$ cat config.mk
export PLATFORM = sky130hd
export DESIGN_NAME = if_fetch
export DESIGN_NICKNAME = d
export VERILOG_FILES = /design/src/rtl/if_fetch_pkg.sv /design/src/rtl/if_fetch.sv
export SDC_FILE = /design/constraint.sdc
export NUM_CORES = 1
export LEC_CHECK = 0
export BUFFER_PORTS_ARGS = -buffer_cell sky130_fd_sc_hd__buf_2
export CAP_MARGIN = 25
export CORE_AREA = 10 10 147 149
export CTS_CLUSTER_DIAMETER = 40
export DETAILED_ROUTE_END_ITERATION = 7
export DIE_AREA = 0 0 157 159
export PLACE_DENSITY = 0.63
export SKIP_LAST_GASP = 1
export SLEW_MARGIN = 40
export SYNTH_ARGS = -nofsm -noshare
export SYNTH_HDL_FRONTEND = slang
export SYNTH_SLANG_ARGS = --single-unit
export TNS_END_PERCENT = 10
$ cat constraint.sdc
create_clock -name clk -period 2.17 [get_ports clk]
set_clock_uncertainty 0.05 [all_clocks]
set_input_delay 0.1085 -clock clk [delete_from_list [all_inputs] [get_ports clk]]
set_output_delay 0.1085 -clock clk [all_outputs]
set_load 0.02 [all_outputs]
$ cat src/rtl/if_fetch_pkg.sv
// Shared definitions for the instruction-fetch stage: bus widths, flag levels
// and the fetch state encoding.
package if_fetch_pkg;

    localparam logic ENABLE  = 1'b1;
    localparam logic DISABLE = 1'b0;
    localparam logic STOP    = 1'b1;
    localparam logic NO_STOP = 1'b0;

    localparam int INST_ADDR_BUS_W = 32;
    localparam int INST_BUS_W      = 32;
    localparam int STALL_BUS_W     = 6;

    localparam logic [INST_BUS_W-1:0] ZERO_WORD = '0;

    // Bit of the stall vector that holds the IF/ID pipeline register.
    localparam int STALL_IFID = 1;

    typedef enum logic {
        FETCH = 1'b0,
        VALID = 1'b1
    } fetch_state_t;

endpackage

$ cat src/rtl/if_fetch.sv
// Instruction fetch: assembles a 32-bit word from four little-endian byte reads
// and presents it to IF/ID until accepted; EX branches abort and redirect.
//
//  state | meaning
//  FETCH | byte reads in flight (or one idle cycle after reset/branch)
//  VALID | word presented on if_flag/if_pc/if_inst, waiting for stall[1]==0
module if_fetch
    import if_fetch_pkg::*;
#(
    parameter int ADDR_W  = INST_ADDR_BUS_W,
    parameter int INST_W  = INST_BUS_W,
    parameter int STALL_W = STALL_BUS_W,
    parameter logic [ADDR_W-1:0] RESET_PC = '0
) (
    input  logic               clk,
    input  logic               rst,
    input  logic [STALL_W-1:0] stall,
    input  logic               branch_flag,
    input  logic [ADDR_W-1:0]  branch_target,
    output logic               mem_req,
    output logic [ADDR_W-1:0]  mem_addr,
    input  logic               mem_ack,
    input  logic [7:0]         mem_data,
    output logic               if_stall_req,
    output logic               if_flag,
    output logic [ADDR_W-1:0]  if_pc,
    output logic [INST_W-1:0]  if_inst
);

    fetch_state_t      state;
    logic [ADDR_W-1:0] pc;
    logic [1:0]        k;
    logic [23:0]       byte_buf;

    logic unused_stall;
    assign unused_stall = ^{stall[STALL_W-1:STALL_IFID+1], stall[0]};

    always_ff @(posedge clk or negedge rst) begin
        if (!rst) begin
            state        <= FETCH;
            pc           <= RESET_PC;
            k            <= 2'd0;
            byte_buf     <= '0;
            mem_req      <= DISABLE;
            mem_addr     <= '0;
            if_stall_req <= NO_STOP;
            if_flag      <= DISABLE;
            if_pc        <= '0;
            if_inst      <= ZERO_WORD;
        end else if (branch_flag) begin
            // Redirect wins over everything, including a same-cycle ack or accept.
            state        <= FETCH;
            pc           <= branch_target;
            k            <= 2'd0;
            mem_req      <= DISABLE;
            if_stall_req <= NO_STOP;
            if_flag      <= DISABLE;
            if_pc        <= '0;
            if_inst      <= ZERO_WORD;
        end else begin
            case (state)
                FETCH: begin
                    if (!mem_req) begin
                        mem_req      <= ENABLE;
                        mem_addr     <= pc;
                        if_stall_req <= STOP;
                    end else if (mem_ack) begin
                        if (k == 2'd3) begin
                            state        <= VALID;
                            mem_req      <= DISABLE;
                            if_stall_req <= NO_STOP;
                            if_flag      <= ENABLE;
                            if_pc        <= pc;
                            if_inst      <= {mem_data, byte_buf};
                        end else begin
                            // Shift register: after three bytes, byte 0 sits in [7:0].
                            byte_buf <= {mem_data, byte_buf[23:8]};
                            k        <= k + 2'd1;
                            mem_addr <= pc + ADDR_W'(k) + ADDR_W'(1);
                        end
                    end
                end
                VALID: begin
                    if (!stall[STALL_IFID]) begin
                        state        <= FETCH;
                        pc           <= pc + ADDR_W'(4);
                        k            <= 2'd0;
                        if_flag      <= DISABLE;
                        mem_req      <= ENABLE;
                        mem_addr     <= pc + ADDR_W'(4);
                        if_stall_req <= STOP;
                    end
                end
                default: state <= FETCH;
            endcase
        end
    end

endmodule

==> results by group <==
Synthesis
  • Post-synthesis register bit count: 158
  • Asr flop ratio synth: 100%
  • Post-synthesis sequential area ratio: 53.9%
  • Synth Cell Area: 0.00734 mm^2
  • Ys flop type: dfrtp_1
  • Syn_nets: 843
  • Count of warnings emitted by yosys: 0
  • Syn Inst Count: 788
  • Yosys cell types: 48
  • Post-synth EDFFs: 0
  • Mean Syn Cell Area: 9.31 um^2

Hold path
  • Hold EP: if_stall_req
  • Worst hold path depth: 4
  • Hold Startpoint: mem_ack
  • Worst min path class: in2reg

Die
  • Core Box Area: 0.0186 mm^2
  • Die width: 157 um
  • I/O pin count: 149
  • Total die area: 0.0250 mm^2
  • Initial Utilization: 39.5%
  • Num rows: 50
  • Die span in y: 159 um

STA
  • RSZ-0062 raised after global routing: true
  • Max Slew Vio Count: 0
  • Max_slew headroom: 58.9%
  • Tightest Pin Transition: 616 ps
  • Final hold vios: 0
  • Fmax: 457 MHz
  • TNS Setup: -32.0 ps
  • Final period util: 101%
  • Final setup viols: 3
  • Min cycle time layout: 2190 ps
  • PnR worst setup slack: -16.0 ps

Route
  • M1 WL: 9230 um
  • Vias: 6281
  • Met3 wire length: 1840 um
  • Residual DRC: 0
  • Total Wirelength: 21900 um
  • First-pass detailed-route iteration total: 6
  • Via density: 5.05
  • Post-DR wirelength/cell: 17.6 um
  • Max layer used: met4
  • DRT antenna net count: 0
  • Met2 WL: 10400 um
  • DRT iter0 DRCs: 340

Clock tree
  • CTS HTree Levels: 4
  • CTS tree: done
  • Root buffer cell: clkbuf_16
  • TritonCTS Buffers: 17
  • Sink Count: 158
  • Max clock buf depth: 2
  • Clock latency on the worst-skew pair: 420 ps
  • Clock transition at the registers of the reported paths: 60 ps

Setup path
  • Worst setup SP type: flop
  • FF-to-FF End: mem_addr[28]
  • Crit path required time: 2460 ps
  • Worst r2r src: pc[0]
  • Critical path class: reg2reg
  • Reg2Reg Depth: 9
  • Worst-path maximum fanout: 7
  • CP Capture Type: flop
  • Reg2reg setup slack: -20 ps
  • Arr. time, crit path: 2470 ps

Placement
  • Placed instance area: 0.00867 mm^2
  • Input/output buffers: 143
  • Gpl congestion: 0.870
  • HPWL Detailed: 15300 um

Global routing
  • First-pass GRT wire length: 35100 um
  • Initial antenna violation count: 1
  • Grt ovf: 0
  • Vias in the first global route: 6572
  • Global Route Usage Sum: 17.5%
  • Largest net degree at the start of global routing: 65

Power
  • Total power: 7490 uW
  • Cell Pwr Density: 766 mW/mm^2
  • Static leakage: 0.00436 uW
  • VDD IR max: 604 uV

Cells and area
  • Nets: 1053
  • Syn-to-layout area delta: 33.1%
  • Share of cells above drive strength 1: 28.4%
  • Final Instance Area: 0.00977 mm^2

Run
  • Max-cap violations: 0

Status
  • Failing checks: setup timing
  • Outcome: complete, but fails checks
## stage by stage
step	hold slack [ps]	utilization, %	setup slack [ps]	std cells
after detailed placement	94.3	46.7	0.860	1169
after floorplan	-237	-	37.7	788
final	58.3	52.6	-16.0	1243
after CTS	52.2	52.1	-7.02	1241
after global placement	99.2	46.7	10.7	1169
after global routing	77.1	52.6	-113	1242
## area by class of cell
cell class | instances | area, um^2
clock buffers | 18 | 429
well taps | 234 | 293
fillers | 1730 | 8810
repair buffers | 254 | 1730
flip-flops and latches | 158 | 3960
multi-input cells | 557 | 3170
diodes | 1 | 2.50
clock inverters | 11 | 146
inverters | 10 | 37.5
## cells by family (layout without fill, tap and decap cells)
kind of cell,count (synthesis),after routing,share of synthesized area (%)
simple gates,312,312,18.9
compound gates,162,162,11.9
flops,158,158,53.9
buf+inv,73,293,4.25
xor+xnor,53,53,6.33
mux,25,25,3.82
fa+ha+maj,5,5,0.955
other cells,0,1,0
## layer usage
| layer | track usage (%) | vias to the layer above |
|---|---|---|
| met5 | 0 | - |
| met4 | 5.62 | 0 |
| met3 | 6.10 | 29 |
| met2 | 28.4 | 178 |
| met1 | 21.3 | 2995 |
| li1 | - | 3079 |
## how the worst max path moves through the flow
stage / from / endpoint / slack (ps) / cells after the start
floorplan: k[0] / mem_addr[26] / 40 / 9
global placement: pc[0] / mem_addr[16] / 10 / 9
detailed placement: pc[0] / mem_addr[16] / 0.9 / 9
CTS: pc[0] / mem_addr[30] / -7 / 9
global route: pc[0] / mem_addr[16] / -110 / 9
finish: pc[0] / mem_addr[28] / -20 / 9
## Yosys cell counts, types with 2 or more instances
cell type / instances / area [um^2]
buf_4: 4 / 30.0
or3_1: 6 / 37.5
buf_1: 6 / 22.5
o2111ai_1: 4 / 35.0
nor2b_1: 2 / 12.5
buf_2: 11 / 55.1
a21oi_1: 70 / 350
xor2_1: 35 / 307
and2_1: 3 / 18.8
clkbuf_1: 40 / 150
nor4_1: 5 / 31.3
and4_1: 4 / 35.0
nand4_1: 18 / 113
mux2_2: 24 / 270
a31oi_1: 7 / 43.8
nand2b_1: 3 / 18.8
ha_1: 4 / 50.1
nand3_1: 16 / 80.1
a311oi_1: 2 / 17.5
and3_1: 6 / 37.5
inv_1: 10 / 37.5
nor2_1: 23 / 86.3
xnor2_1: 18 / 158
o21ai_0: 68 / 340
nand2_1: 203 / 762
o211ai_1: 5 / 37.5
dfrtp_1: 158 / 3950
nor3_1: 12 / 60.1
nand3b_1: 2 / 15.0
## power by group
group / total, uW / internal, uW / leakage, uW / switching (uW)
combinational: 1060 / 474 / 0.00204 / 588
sequential: 3460 / 3240 / 0.00204 / 218
clock: 2970 / 1790 / 0.000277 / 1180
## timing repair
item / 4_1_cts / 5_1_grt
gates cloned: 0 / 1
resized for setup: 1 / 17
setup endpoints to repair: 2 / 17
pin swaps: 0 / 1
setup buffers: 0 / 0
hold buffers: 43 / 0
hold endpoints to repair: 110 / 0
## sequential cells by signal, summed over array words and instances, names as in the netlist
register,cells
state,1
pc,32
mem_req,1
if_pc,32
mem_addr,32
k,2
if_flag,1
byte_buf,24
if_inst,32
if_stall_req,1
## placed cells by master (no fill, tap or decap), types with 4 or more instances in the layout
master	Yosys	layout
nand2_1	203	203
dfrtp_1	158	157
buf_2	11	141
a21oi_1	70	70
o21ai_0	68	68
buf_4	4	63
dlygate4sd3_1	0	43
xor2_1	35	35
mux2_2	24	24
nor2_1	23	22
nand4_1	18	18
xnor2_1	18	18
clkbuf_16	0	17
nand3_1	16	15
inv_1	10	10
nor3_2	1	8
a31oi_1	7	7
or3_1	6	6
and3_1	6	6
nor3_1	12	5
o211ai_1	5	5
buf_12	0	5
and4_1	4	4
nor4_1	5	4
ha_1	4	4
## critical path, stage by stage (launching register included)
cell and delay (ps):
dfrtp_1 350, inv_1 70, ha_1 220, fa_2 370
nor2b_4 170, o2111ai_4 170, buf_6 190, nand4b_1 190
xor2_1 150, o21ai_0 160
Note: power is estimated with default switching activity, not from simulation.
